[config.mk]
export PLATFORM = sky130hd
export DESIGN_NAME = multicycle_ctrl
export DESIGN_NICKNAME = d
export VERILOG_FILES = /design/src/rtl/multicycle_ctrl_pkg.sv /design/src/rtl/multicycle_ctrl_mem_wait_timer.sv /design/src/rtl/multicycle_ctrl.sv
export SDC_FILE = /design/constraint.sdc
export NUM_CORES = 1
export LEC_CHECK = 0
export CAP_MARGIN = 20
export CORE_UTILIZATION = 33
export CTS_CLUSTER_SIZE = 28
export DETAILED_ROUTE_END_ITERATION = 8
export DONT_BUFFER_PORTS = 1
export SLEW_MARGIN = 40
export SYNTH_ARGS = -nofsm -noshare
export SYNTH_HDL_FRONTEND = slang
export SYNTH_SLANG_ARGS = --single-unit
[constraint.sdc]
create_clock -name clk -period 2.9 [get_ports clk]
set_clock_uncertainty 0.05 [all_clocks]
set_input_delay 0.29 -clock clk [delete_from_list [all_inputs] [get_ports clk]]
set_output_delay 0.29 -clock clk [all_outputs]
set_load 0.05 [all_outputs]
[src/rtl/multicycle_ctrl_pkg.sv]
`default_nettype none
// ============================================================================
// Module   : multicycle_ctrl_pkg
// Brief    : Shared definitions for the multi-cycle RV32I sequencer:
//            state encoding (3-bit), opcode constants, trap cause codes and
//            the opcode classification helper.
// Revision : 1.0 - initial release
// ============================================================================
package multicycle_ctrl_pkg;

    // Sequencer states, 3-bit encoding
    typedef enum logic [2:0] {
        ST_IDLE   = 3'd0,
        ST_FETCH  = 3'd1,
        ST_DECODE = 3'd2,
        ST_EXEC   = 3'd3,
        ST_MEM    = 3'd4,
        ST_WB     = 3'd5,
        ST_TRAP   = 3'd6
    } state_t;

    // Coarse instruction classes; everything the sequencer needs to know
    typedef enum logic [2:0] {
        CLS_ALU     = 3'd0,
        CLS_LOAD    = 3'd1,
        CLS_STORE   = 3'd2,
        CLS_BRANCH  = 3'd3,
        CLS_JUMP    = 3'd4,
        CLS_ILLEGAL = 3'd5
    } op_class_t;

    // RV32I major opcodes
    localparam logic [6:0] c_op_r      = 7'b0110011;
    localparam logic [6:0] c_op_i      = 7'b0010011;
    localparam logic [6:0] c_op_load   = 7'b0000011;
    localparam logic [6:0] c_op_store  = 7'b0100011;
    localparam logic [6:0] c_op_branch = 7'b1100011;
    localparam logic [6:0] c_op_jal    = 7'b1101111;
    localparam logic [6:0] c_op_jalr   = 7'b1100111;
    localparam logic [6:0] c_op_auipc  = 7'b0010111;
    localparam logic [6:0] c_op_lui    = 7'b0110111;

    // Trap cause codes
    localparam logic [1:0] c_cause_none    = 2'b00;
    localparam logic [1:0] c_cause_illegal = 2'b01;
    localparam logic [1:0] c_cause_imem    = 2'b10;
    localparam logic [1:0] c_cause_dmem    = 2'b11;

    // Map a 7-bit opcode onto the class that decides the state path
    function automatic op_class_t classify(input logic [6:0] op);
        op_class_t cls;
        case (op)
            c_op_r, c_op_i, c_op_auipc, c_op_lui: cls = CLS_ALU;
            c_op_load:                            cls = CLS_LOAD;
            c_op_store:                           cls = CLS_STORE;
            c_op_branch:                          cls = CLS_BRANCH;
            c_op_jal, c_op_jalr:                  cls = CLS_JUMP;
            default:                              cls = CLS_ILLEGAL;
        endcase
        return cls;
    endfunction

endpackage
`default_nettype wire

[src/rtl/multicycle_ctrl_mem_wait_timer.sv]
`default_nettype none
// ============================================================================
// Module   : multicycle_ctrl_mem_wait_timer
// Brief    : 8-bit saturating wait counter for memory handshakes. Flags the
//            final allowed wait cycle so the sequencer can trap if ready is
//            still absent.
// Revision : 1.0 - initial release
// ============================================================================
module multicycle_ctrl_mem_wait_timer #(
    parameter int MEM_TIMEOUT = 16
) (
    input  logic clk,
    input  logic rst_n,
    input  logic i_clear,
    input  logic i_count,
    output logic o_last_cycle
);

    // Timer value on the last cycle a request may still see ready
    localparam logic [7:0] c_last = 8'(MEM_TIMEOUT - 1);
    localparam logic [7:0] c_max  = 8'hFF;

    logic [7:0] r_count;

    // Clear on state change, count waiting cycles, hold at the maximum
    always_ff @(posedge clk) begin
        if (!rst_n || i_clear) begin
            r_count <= 8'd0;
        end else if (i_count && (r_count != c_max)) begin
            r_count <= r_count + 8'd1;
        end
    end

    assign o_last_cycle = (r_count >= c_last);

endmodule
`default_nettype wire

[src/rtl/multicycle_ctrl.sv]
`default_nettype none
// ============================================================================
// Module   : multicycle_ctrl
// Brief    : Multi-cycle RV32I sequencer (IDLE/FETCH/DECODE/EXEC/MEM/WB/TRAP).
//            Drives memory requests and IR/PC/RF write enables, stops and
//            starts only at instruction boundaries, reports sticky traps.
//            Optional performance counters: define MULTICYCLE_CTRL_PERF_EN.
// Revision : 1.0 - initial release
// ============================================================================
module multicycle_ctrl
    import multicycle_ctrl_pkg::*;
#(
    parameter int MEM_TIMEOUT = 16
) (
    input  logic        clk,
    input  logic        rst_n,
    input  logic        run,
    input  logic [6:0]  opcode,
    input  logic        branch,
    input  logic        imem_ready,
    input  logic        dmem_ready,
    output logic        imem_req,
    output logic        dmem_req,
    output logic        mem_wEn,
    output logic        ir_wEn,
    output logic        pc_wEn,
    output logic        next_PC_select,
    output logic        wEn,
    output logic        busy,
    output logic        trap,
    output logic [1:0]  trap_cause,
    output logic [31:0] cycle_cnt,
    output logic [31:0] instret_cnt
);

    state_t    r_state;
    state_t    w_state_nxt;
    op_class_t r_class;
    op_class_t w_class_dec;
    op_class_t w_class;
    logic [1:0] r_trap_cause;
    logic [1:0] w_cause_nxt;
    state_t    w_boundary;

    // Registered Moore decodes of the state being entered
    logic r_imem_req;
    logic r_dmem_req;
    logic r_mem_wen;
    logic r_exec_branch;
    logic r_wb;
    logic r_wb_jump;
    logic r_busy;
    logic r_trap;

    logic w_waiting;
    logic w_timer_last;
    logic w_retire;

    assign w_class_dec = classify(opcode);
    // The decoder opcode is captured at DECODE; later states use the copy
    assign w_class     = (r_state == ST_DECODE) ? w_class_dec : r_class;
    assign w_boundary  = run ? ST_FETCH : ST_IDLE;
    assign w_waiting   = ((r_state == ST_FETCH) && !imem_ready) ||
                         ((r_state == ST_MEM)   && !dmem_ready);

    multicycle_ctrl_mem_wait_timer #(
        .MEM_TIMEOUT (MEM_TIMEOUT)
    ) u_timer (
        .clk          (clk),
        .rst_n        (rst_n),
        .i_clear      (w_state_nxt != r_state),
        .i_count      (w_waiting),
        .o_last_cycle (w_timer_last)
    );

    // Next-state selection; ready is checked before timeout so it wins
    always_comb begin
        w_state_nxt = r_state;
        w_cause_nxt = r_trap_cause;
        case (r_state)
            ST_IDLE: begin
                if (run) w_state_nxt = ST_FETCH;
            end
            ST_FETCH: begin
                if (imem_ready) begin
                    w_state_nxt = ST_DECODE;
                end else if (w_timer_last) begin
                    w_state_nxt = ST_TRAP;
                    w_cause_nxt = c_cause_imem;
                end
            end
            ST_DECODE: begin
                if (w_class_dec == CLS_ILLEGAL) begin
                    w_state_nxt = ST_TRAP;
                    w_cause_nxt = c_cause_illegal;
                end else begin
                    w_state_nxt = ST_EXEC;
                end
            end
            ST_EXEC: begin
                if ((r_class == CLS_LOAD) || (r_class == CLS_STORE)) begin
                    w_state_nxt = ST_MEM;
                end else if (r_class == CLS_BRANCH) begin
                    w_state_nxt = w_boundary;
                end else begin
                    w_state_nxt = ST_WB;
                end
            end
            ST_MEM: begin
                if (dmem_ready) begin
                    w_state_nxt = (r_class == CLS_STORE) ? w_boundary : ST_WB;
                end else if (w_timer_last) begin
                    w_state_nxt = ST_TRAP;
                    w_cause_nxt = c_cause_dmem;
                end
            end
            ST_WB: begin
                w_state_nxt = w_boundary;
            end
            ST_TRAP: begin
                w_state_nxt = ST_TRAP;
            end
            default: begin
                w_state_nxt = ST_IDLE;
            end
        endcase
    end

    // State register plus registered output decodes of the next state
    always_ff @(posedge clk) begin
        if (!rst_n) begin
            r_state       <= ST_IDLE;
            r_class       <= CLS_ALU;
            r_trap_cause  <= c_cause_none;
            r_imem_req    <= 1'b0;
            r_dmem_req    <= 1'b0;
            r_mem_wen     <= 1'b0;
            r_exec_branch <= 1'b0;
            r_wb          <= 1'b0;
            r_wb_jump     <= 1'b0;
            r_busy        <= 1'b0;
            r_trap        <= 1'b0;
        end else begin
            r_state       <= w_state_nxt;
            r_trap_cause  <= w_cause_nxt;
            if (r_state == ST_DECODE) r_class <= w_class_dec;
            r_imem_req    <= (w_state_nxt == ST_FETCH);
            r_dmem_req    <= (w_state_nxt == ST_MEM);
            r_mem_wen     <= (w_state_nxt == ST_MEM) && (w_class == CLS_STORE);
            r_exec_branch <= (w_state_nxt == ST_EXEC) && (w_class == CLS_BRANCH);
            r_wb          <= (w_state_nxt == ST_WB);
            r_wb_jump     <= (w_state_nxt == ST_WB) && (w_class == CLS_JUMP);
            r_busy        <= (w_state_nxt != ST_IDLE) && (w_state_nxt != ST_TRAP);
            r_trap        <= (w_state_nxt == ST_TRAP);
        end
    end

    // Write enables are masked while reset is low so an aborted
    // instruction never commits anything in its final cycle.
    assign w_retire       = rst_n && (r_exec_branch || r_wb || (r_mem_wen && dmem_ready));
    assign imem_req       = r_imem_req;
    assign ir_wEn         = rst_n && r_imem_req && imem_ready;
    assign dmem_req       = r_dmem_req;
    assign mem_wEn        = rst_n && r_mem_wen;
    assign pc_wEn         = w_retire;
    assign next_PC_select = r_wb_jump || (r_exec_branch && branch);
    assign wEn            = rst_n && r_wb;
    assign busy           = r_busy;
    assign trap           = r_trap;
    assign trap_cause     = r_trap_cause;

`ifdef MULTICYCLE_CTRL_PERF_EN
    logic [31:0] r_cycle_cnt;
    logic [31:0] r_instret_cnt;

    // Busy-cycle and retired-instruction counters, wrap naturally
    always_ff @(posedge clk) begin
        if (!rst_n) begin
            r_cycle_cnt   <= 32'd0;
            r_instret_cnt <= 32'd0;
        end else begin
            if (r_busy)   r_cycle_cnt   <= r_cycle_cnt + 32'd1;
            if (w_retire) r_instret_cnt <= r_instret_cnt + 32'd1;
        end
    end

    assign cycle_cnt   = r_cycle_cnt;
    assign instret_cnt = r_instret_cnt;
`else
    assign cycle_cnt   = 32'd0;
    assign instret_cnt = 32'd0;
`endif

endmodule
`default_nettype wire
==> reports/results.ini, run 1 <==
[status]
status = finished clean

[logic_synthesis]
netlist_instances = 222
syn_area_mm2 = 0.00192
post-synth-top-count-cell = buf_4
synth.area.top_cells = buf_4 25%, dfxtp_1 25%, nor2_1 3.5%
synth_async_sr_flop_share = 0
synth.avg_cell_area_um2 = 8.64
synth_top_area_share = 0.254
yosysSeqAreaShare = 0.250
synthTopCellsByCount = 65 x buf_4, 24 x dfxtp_1, 18 x nor2_1
synth_cell_types = 58
yosys.area.top_type = buf_4
synth-warning-count = 0
synth_edf_count = 0
synth_seq_cells = 24
yosys_most_used_dff = dfxtp_1

[routing]
wl_per_cell_um = 11.6
drt_pass1_iterations = 4
met3_length_um = 249
top_layer = met4
drt_iter0_drc = 61
drc_errors = 0
ant_nets = 0
vias_per_cell = 4.50
wl_met2_um = 1650
num_vias = 1313
totalWireLength_um = 3380
wl_met1_um = 1460

[flow_run]
maxCapViolations = 0

[placed_design]
dp_hpwl_um = 2670
gp_congestion = 0.772
port_buffers = 0

[critical_path]
start_kind = flip-flop
crit_chain = nand2b_4 > or2_1 > o211ai_2 > o21a_1 > nor4_1
arrival_ps = 2170
crit_fanout = 12
critPathMaxStageDelay_ps = 680
end_kind = flip-flop
slowest_stage = dfxtp_1
crit_type = flip-flop to flip-flop
critPathRequiredTime_ps = 2980

[min_path]
hp-class = primary input to flip-flop

[clocking]
post_cts_buffers = 0
cts_tree = yes
clock_latency_ps = 270
cts_buffers = 3
postCtsHoldBufs = 0
cts.clk_slew.worst_paths_ps = 90
ctsLongestPathBuffers = 2
h-tree-depth = 1
cts_resized = 0
clock-sinks = 24
clockRootBuffer = clkbuf_8

[cells_and_area]
fillers = 594
syn2layout_area_growth_pct = -6.20
fin_util = 0.325
layout.nets = 235
diodes = 0
drive_above_1_share = 0.105

[timing]
worst_pin_slew_ps = 553
rsz0062_at_grt = no
layout_worst_path_cycle_share = 0.722
finalCriticalPeriod_ps = 2090
slew_headroom = 0.631
hold_viol = 0
hold_ws_ps = 107
max_freq_ghz = 0.478
finalSetupViolations = 0
slew_violations = 0
setup_tns_ps = 0

[power_and_ir_drop]
power.density_mw_per_mm2 = 506
irDropWorstVdd_v = 0.000174
p_leak_nw = 0.735

[floorplanning]
ioPinCount = 88
die_w_um = 78.2
row_count = 27
die_h_um = 78.2
start_util = 0.346
design.core.area_mm2 = 0.00554
dieArea_mm2 = 0.00612

[global_routing]
grt_overflow = 0
antenna_found_initial = 0
grt_usage = 0.108
grt_pass1_wl_um = 5200
grt_pass1_vias = 1088
grt_max_degree = 15

[routing by layer]
| layer | GRT usage | vias up |
|---|---|---|
| li1 | - | 646 |
| met1 | 0.130 | 604 |
| met2 | 0.189 | 61 |
| met3 | 0.0337 | 2 |
| met4 | 0.0167 | 0 |
| met5 | 0 | - |
[cells by family after synthesis]
logic type	synth area share
multiplexers	0.00522
AO/OA/AOI/OAI	0.140
XOR/XNOR	0.0320
adder cells (fa/ha/maj)	0.00652
buffers and inverters	0.286
AND/OR/NAND/NOR	0.277
other	0.00196
flip-flops	0.250
[metrics by stage]
stage	setup WS, ps	total power, mW	std cells	instance area [µm²]
finish	808	0.911	292	1800
global route	656	0.945	292	1800
CTS	810	0.916	292	1800
detailed placement	850	0.626	288	1730
global placement	878	0.626	288	1730
floorplan	1080	0.684	285	2150
[final timing paths]
check	start	endpoint	slack [ps]	depth (start not counted)
max reg2reg	r_state[1]	u_timer.r_count[2]	810	5
min	rst_n	r_class[2]	110	2
max	r_state[1]	u_timer.r_count[2]	810	5
min reg2reg	u_timer.r_count[1]	u_timer.r_count[1]	530	2
[state kept, by name, summed over array words and instances (netlist names)]
signal,count
busy,1
dmem_req,1
imem_req,1
r_class,3
r_exec_branch,1
r_mem_wen,1
r_state,3
r_wb,1
r_wb_jump,1
trap,1
trap_cause,2
u_timer.r_count,8
[power by group]
| group | internal [mW] | total [mW] | switching (mW) |
|---|---|---|---|
| Clock | 0.184 | 0.291 | 0.107 |
| Sequential | 0.337 | 0.362 | 0.0249 |
| Combinational | 0.0295 | 0.258 | 0.228 |
| Total | 0.551 | 0.911 | 0.360 |
[cell type report]
cell class / count / area, µm² / share of cell area
multi-input cells: 184 / 1130 / 0.627
flip-flops and latches: 24 / 480 / 0.267
well taps: 72 / 90.1 / 0.0501
clock buffers: 3 / 41.3 / 0.0229
clock inverters: 1 / 30.0 / 0.0167
inverters: 8 / 30.0 / 0.0167
[critical path, delay by kind of cell (launching register included)]
family | cells | cell delay, ps
and+or+nand+nor | 3 | 580
DFF | 1 | 680
AOI/OAI and AO/OA | 2 | 660
[placed cells by master, fill, tap and decap left out, types with 2 or more instances in the layout]
master and instances:
nor2_1 17, and2_1 2, a31oi_1 2, xnor2_1 6, inv_1 7, nor4_2 2
o21ai_1 2, clkbuf_8 3, dfxtp_1 24, and4_1 2, a21o_1 2, nor4_1 7
nand2b_1 2, a311oi_2 2, nor2b_1 5, nor4b_4 2, nor3_1 4, a21oi_1 5
or2_1 2, nor4_4 2, conb_1 64, and3_1 2, o21ai_0 6, nand3_1 8
nand2_1 7, a211oi_1 2
Note: power is estimated with default switching activity, not from simulation.
==> run 2: changes to the inputs <==
==> constraint.sdc (replaced) <==
create_clock -name clk -period 2.1 [get_ports clk]
set_clock_uncertainty 0.05 [all_clocks]
set_input_delay 0.21 -clock clk [delete_from_list [all_inputs] [get_ports clk]]
set_output_delay 0.21 -clock clk [all_outputs]
set_load 0.05 [all_outputs]
==> run 2 against run 1 <==
Net effect: count of clock-buffer cells in the layout stayed put; combinational power is 51% higher; sequential share of layout area is 0.71 points lower; hold slack worse by 90 ps; critical endpoint is now u_timer.r_count[3]; largest power group unchanged.
==> reports/results.ini, run 2 (synthesized netlist as in run 1, its figures left out) <==
[critical_path]
critPathCapture = u_timer.r_count[3]
slowest_stage = dfxtp_1
crit_type = flip-flop to flip-flop
timing.rr.start = u_timer.r_count[0]
rr_worst_depth = 7  ; +2
r2r-end = u_timer.r_count[3]
ff2ff_setup_slack_ps = 120  ; -690 ps
critPathLaunch = u_timer.r_count[0]
cp_common_cell = nand3_1
critPathMaxStageDelay_ps = 390  ; -290 ps
crit_chain = ha_1 > nand3_1 > nand3_1 > o211ai_2 > o21a_1 > buf_12 > nor4_1
end_kind = flip-flop
crit_fanout = 8  ; -4
start_kind = flip-flop
critPathRequiredTime_ps = 2220  ; -760 ps
arrival_ps = 2100  ; -70 ps

[global_routing]
grt_overflow = 0  ; unchanged
antenna_found_initial = 0  ; unchanged
use_met1 = 0.137  ; +0.00688
grt_pass1_vias = 1141  ; +4.9%
grt-busiest-layer = met2
grt_max_degree = 15  ; unchanged
grt_use_met2 = 0.182  ; -0.00614
grt_pass1_wl_um = 5360  ; +3.1%
grt_usage = 0.109  ; +0.00142
grt_use_met3 = 0.0372  ; +0.00349

[clocking]
cts.clk_slew.worst_paths_ps = 90  ; about the same
postCtsHoldBufs = 0  ; unchanged
clockRootBuffer = clkbuf_8
cts_buffers = 3  ; unchanged
clock_latency_ps = 270  ; about the same
h-tree-depth = 1  ; unchanged
clock-sinks = 24  ; unchanged
post_cts_buffers = 0  ; unchanged
cts_tree = yes
ctsLongestPathBuffers = 2  ; unchanged

[cells_and_area]
mostFrequentLayoutCell = conb_1
largest_reg_flops = 8  ; unchanged
layout_common_cells = 64 x conb_1, 21 x dfxtp_1, 18 x nor2_1
drive_above_1_share = 0.142  ; +0.0370
reg_top3 = u_timer.r_count x8, r_class x3, r_state x3
syn2layout_area_growth_pct = -2.87
layout.nets = 241  ; +2.6%
stdcell_count = 298  ; +2.1%
diodes = 0  ; unchanged
top_register = u_timer.r_count
fin_util = 0.336  ; +0.0115

[placed_design]
port_buffers = 0  ; unchanged
dp_cells = 294  ; +2.1%
gp_congestion = 0.794  ; +2.8%
dp_slack_ps = 8.16  ; -841 ps
dp_hpwl_um = 2660  ; -0.50%

[routing]
wl_per_cell_um = 11.3  ; -2.6%
num_vias = 1313  ; unchanged
totalWireLength_um = 3360  ; -0.59%
drt_pass1_iterations = 4  ; unchanged
vias_per_cell = 4.41  ; -2.0%
ant_nets = 0  ; unchanged
drc_errors = 0  ; unchanged
drt_iter0_drc = 24  ; -61%

[min_path]
min_from = rst_n
hp-class = primary input to flip-flop

[timing]
hold_viol = 0  ; unchanged
layout_worst_path_cycle_share = 0.943  ; +0.221
max_freq_ghz = 0.505  ; +5.7%
setup_tns_ps = 0  ; unchanged
finalCriticalPeriod_ps = 1980  ; -112 ps
slew_headroom = 0.650  ; +0.0187
slew_violations = 0  ; unchanged
finalSetupViolations = 0  ; unchanged
layout_setup_ws_ps = 120  ; -688 ps
worst_pin_slew_ps = 523  ; -29.6 ps
rsz0062_at_grt = no

[floorplanning]
row_count = 27  ; unchanged
design.core.area_mm2 = 0.00554  ; unchanged
start_util = 0.346  ; unchanged
die_h_um = 78.2  ; unchanged
dieArea_mm2 = 0.00612  ; unchanged
ioPinCount = 88  ; unchanged
die_w_um = 78.2  ; unchanged

[status]
status = finished clean

[power_and_ir_drop]
p_leak_nw = 0.772  ; +5.1%
power.density_mw_per_mm2 = 692  ; +37%
irDropWorstVdd_v = 0.000224  ; +29%

[flow_run]
maxCapViolations = 0  ; unchanged

run 2: cell count changes in the layout (fill, tap and decap cells not counted):
cell      change
nor2_1        +1
dfxtp_2       +3
a211oi_2      +1
buf_12        +1
dfxtp_1       -3
a211oi_1      -1
nor2_2        -1
buf_4         +5
run 2: routing by layer:
metal | vias up | wire length [µm]
met1 | 610 | 1510
met3 | 2 | 215
met4 | 0 | 16
li1 | 653 | -
met2 | 48 | 1620
met5 | - | 0
run 2: cell type report:
type / count / area [µm²]
multi-input combinational: 184 / 1130
inverter: 8 / 30.0
clock buffer: 3 / 41.3
sequential: 24 / 484
tap: 72 / 90.1
clock inverter: 1 / 30.0
fill: 600 / 3680
timing repair buffer: 6 / 57.6
run 2: timing repair:
item                                    4_1_cts  5_1_grt
cloned                                        0        0
endpoints found under the hold margin         0        0
pin swaps                                     0        0
resized for setup                             1        3
endpoints found under the setup margin        1       11
run 2: stage by stage:
stage | hold WS [ps] | power (mW) | instance area [µm²]
2_1_floorplan | 445 | 0.944 | 2150
3_3_place_gp | 313 | 0.888 | 1780
3_5_place_dp | 306 | 0.887 | 1780
4_1_cts | 12.5 | 1.30 | 1860
5_1_grt | 10.6 | 1.35 | 1860
6_report | 17.2 | 1.29 | 1860
run 2: power breakdown:
group / leakage [nW] / switching [mW] / internal (mW)
clock: 0.0357 / 0.152 / 0.255
sequential: 0.195 / 0.0266 / 0.466
combinational: 0.541 / 0.329 / 0.0596
run 2: how the worst min path moves through the flow:
| stage | endpoint | slack (ps) | cells after the start |
|---|---|---|---|
| after floorplan | r_mem_wen | 440 | 4 |
| after global placement | r_wb | 310 | 1 |
| after detailed placement | busy | 310 | 1 |
| after CTS | busy | 10 | 1 |
| after global routing | busy | 10 | 1 |
| final | busy | 20 | 1 |
run 2: worst max-delay path, delay by kind of cell, from the launching register on:
family | cells | cell delay (ps)
buf+inv | 1 | 140
fa+ha+maj | 1 | 180
compound gates | 2 | 400
simple gates | 3 | 710
flops | 1 | 390
==> run 3: changes to the inputs <==
--- a/config.mk
+++ b/config.mk
@@ -5,6 +5,7 @@
 export SDC_FILE = /design/constraint.sdc
 export NUM_CORES = 1
 export LEC_CHECK = 0
+export ABC_AREA = 1
 export CAP_MARGIN = 20
 export CORE_UTILIZATION = 33
 export CTS_CLUSTER_SIZE = 28
@@ -13,4 +14,5 @@
 export SLEW_MARGIN = 40
 export SYNTH_ARGS = -nofsm -noshare
 export SYNTH_HDL_FRONTEND = slang
+export SYNTH_HIERARCHICAL = 1
 export SYNTH_SLANG_ARGS = --single-unit
==> run 3 against run 2 <==
Net effect: register-to-register slack worse by 100 ps; utilization increased by 0.48 points; worst setup slack lost 100 ps; sequential power is 0.8% higher; combinational power is 1% higher; area after synthesis increased by 5.2%; highest routed layer unchanged.
==> reports/results.ini, run 3 <==
[min_path]
hp-class = primary input to flip-flop

[critical_path]
critPathRequiredTime_ps = 2250  ; +30 ps
slowest_stage = dfxtp_4
timing.rr.start = u_timer/r_count[0]
ff2ff_setup_slack_ps = 20  ; -100 ps
crit_fanout = 8  ; unchanged
end_kind = flip-flop
arrival_ps = 2240  ; +140 ps
critPathLaunch = u_timer/r_count[0]
critPathCapture = u_timer/r_count[6]
critPathTopFamily = simple AND/OR/NAND/NOR gates
path_buf_inv = 0  ; -1
crit_chain = ha_4 > nand3_4 > nand4_1 > nor2_2 > a21oi_2 > nor2_2 > nand2_4 > nand2_2 > nand4_1 > nor2_4 > nand2_1 > a21oi_1
cp_num_cells = 12  ; +5
rr_worst_depth = 12  ; +5
crit_type = flip-flop to flip-flop
r2r-end = u_timer/r_count[6]
start_kind = flip-flop
critPathMaxStageDelay_ps = 370  ; -20 ps

[floorplanning]
ioPinCount = 88  ; unchanged
die_h_um = 80.2  ; +2.5%
design.core.area_mm2 = 0.00592  ; +6.9%
start_util = 0.341  ; -0.00555
die_w_um = 80.2  ; +2.5%
dieArea_mm2 = 0.00643  ; +5.0%
row_count = 28  ; +3.7%

[clocking]
h-tree-depth = 1  ; unchanged
clock_latency_ps = 270  ; about the same
cts.clk_slew.worst_paths_ps = 90  ; about the same
clock-sinks = 24  ; unchanged
cts_buffers = 3  ; unchanged
clockRootBuffer = clkbuf_8
cts_tree = yes
ctsLongestPathBuffers = 2  ; unchanged
postCtsHoldBufs = 0  ; unchanged

[cells_and_area]
layout.nets = 326  ; +35%
layout_common_cells = 64 x conb_1, 56 x nand2_1, 35 x nor2_1
reg_top3 = u_timer/r_count x8, r_class x3, r_state x3
top_register = u_timer/r_count
drive_above_1_share = 0.196  ; +0.0545
fin_area_mm2 = 0.00202  ; +8.4%
diodes = 0  ; unchanged
largest_reg_flops = 8  ; unchanged
syn2layout_area_growth_pct = 0.124
mostFrequentLayoutCell = conb_1

[timing]
worst_pin_slew_ps = 535  ; +12.2 ps
max_freq_ghz = 0.480  ; -4.9%
slew_headroom = 0.643  ; -0.00706
rsz0062_at_grt = yes
hold_viol = 0  ; unchanged
layout_worst_path_cycle_share = 0.991  ; +0.0481
slew_violations = 0  ; unchanged
layout_setup_ws_ps = 18.7  ; -101 ps
finalSetupViolations = 0  ; unchanged
finalCriticalPeriod_ps = 2080  ; +101 ps

[logic_synthesis]
synth_seq_cells = 24  ; unchanged
synthTopCellsByCount = 65 x buf_4, 58 x nand2_1, 36 x nor2_1
netlist_instances = 300  ; +35%
synth_edf_count = 0  ; unchanged
post-synth-top-count-cell = buf_4
synth-warning-count = 6  ; +6
synth_top_area_share = 0.242  ; -0.0125
yosys_most_used_dff = dfxtp_1
syn_area_mm2 = 0.00202  ; +5.2%
synth_async_sr_flop_share = 0  ; unchanged
yosys.area.top_type = buf_4
synth_cell_types = 33  ; -43%
synth.area.top_cells = buf_4 24%, dfxtp_1 24%, nand2_1 11%
synth.avg_cell_area_um2 = 6.72  ; -22%
yosysSeqAreaShare = 0.238  ; -0.0123

[routing]
drt_iter0_drc = 45  ; +88%
vias_per_cell = 4.17  ; -5.4%
drc_errors = 0  ; unchanged
ant_nets = 0  ; unchanged
num_vias = 1609  ; +23%
totalWireLength_um = 3630  ; +7.9%
drt_pass1_iterations = 4  ; unchanged
wl_per_cell_um = 9.40  ; -17%

[flow_run]
maxCapViolations = 0  ; unchanged

[global_routing]
grt_overflow = 0  ; unchanged
grt_usage = 0.112  ; +0.00288
grt_max_degree = 14  ; -1
antenna_found_initial = 0  ; unchanged
grt_pass1_wl_um = 5710  ; +6.6%
grt_pass1_vias = 1281  ; +12%

[placed_design]
gp_congestion = 0.837  ; +5.4%
port_buffers = 0  ; unchanged
dp_hpwl_um = 2850  ; +7.2%
dpl_cell_area_mm2 = 0.00188  ; +5.5%
dp_slack_ps = -15.4  ; -23.5 ps

[status]
status = finished clean

[power_and_ir_drop]
p_leak_nw = 0.994  ; +29%
irDropWorstVdd_v = 0.000347  ; +55%
power.density_mw_per_mm2 = 597  ; -14%

[run 3: cell types whose count changed after synthesis, sizes merged, moves of 4 or more]
| cell | delta |
|---|---|
| a21oi | +8 |
| inv | +26 |
| nand2 | +59 |
| nand3 | +14 |
| nand4 | +5 |
| nor2 | +32 |
| nor2b | -6 |
| nor3 | -4 |
| nor4 | -10 |
| xnor2 | -6 |
[run 3: worst register-to-register path: stages (launching register included)]
cell and delay [ps]:
dfxtp_4 370, ha_4 170, nand3_4 80, nand4_1 210, nor2_2 220, a21oi_2 50
nor2_2 160, nand2_4 100, nand2_2 60, nand4_1 140, nor2_4 220, nand2_1 70
a21oi_1 110
[run 3: kinds of logic after synthesis]
| group | share of synthesized area |
|---|---|
| buffers and inverters | 0.322 |
| AOI/OAI and AO/OA | 0.0689 |
| adders and majority gates | 0.00620 |
| other | 0.00186 |
| and+or+nand+nor | 0.363 |
| DFF | 0.238 |
[run 3: timing repair]
item,CTS,global route
buffers inserted,0,5
pin swaps,0,11
gates resized for setup,1,12
endpoints found under the setup margin,8,8
[run 3: worst min-delay path by stage]
stage | startpoint | endpoint | slack (ps) | cells after the start
2_1_floorplan | rst_n | r_class[2] | 280 | 2
3_3_place_gp | rst_n | r_class[2] | 300 | 2
3_5_place_dp | rst_n | r_class[2] | 290 | 2
4_1_cts | rst_n | r_class[2] | 10 | 2
5_1_grt | rst_n | busy | 10 | 2
6_report | rst_n | r_class[2] | 10 | 2
[run 3: area by class of cell]
| class | count | area (µm²) |
|---|---|---|
| multi-input cells | 237 | 1160 |
| inverters | 35 | 139 |
| repair buffers | 11 | 82.6 |
| well taps | 75 | 93.8 |
| flip-flops and latches | 24 | 487 |
| fillers | 643 | 3900 |
| clock buffers | 4 | 55.1 |
[run 3: through the flow]
step	power (mW)	hold WS, ps	std cells	utilization	setup TNS (ps)
2_1_floorplan	0.956	276	363	-	0
5_1_grt	1.26	10.4	386	0.341	-907
3_3_place_gp	0.891	296	377	0.318	0
3_5_place_dp	0.892	292	377	0.318	-15.4
4_1_cts	1.21	9.91	381	0.328	0
6_report	1.21	13.3	386	0.341	0
[run 3: routing by layer]
metal	track usage	wire length [µm]	up-vias
met5	0	0	-
met4	0.0161	8	0
met3	0.0284	182	2
met2	0.206	1880	52
met1	0.132	1560	729
li1	-	-	826
[run 3: where the power goes]
group          leakage, nW  switching (mW)  internal, mW  total (mW)
clock               0.0288           0.147         0.167       0.315
sequential           0.196          0.0295         0.467       0.497
combinational        0.769           0.343        0.0512       0.394
total                0.994           0.520         0.686        1.21
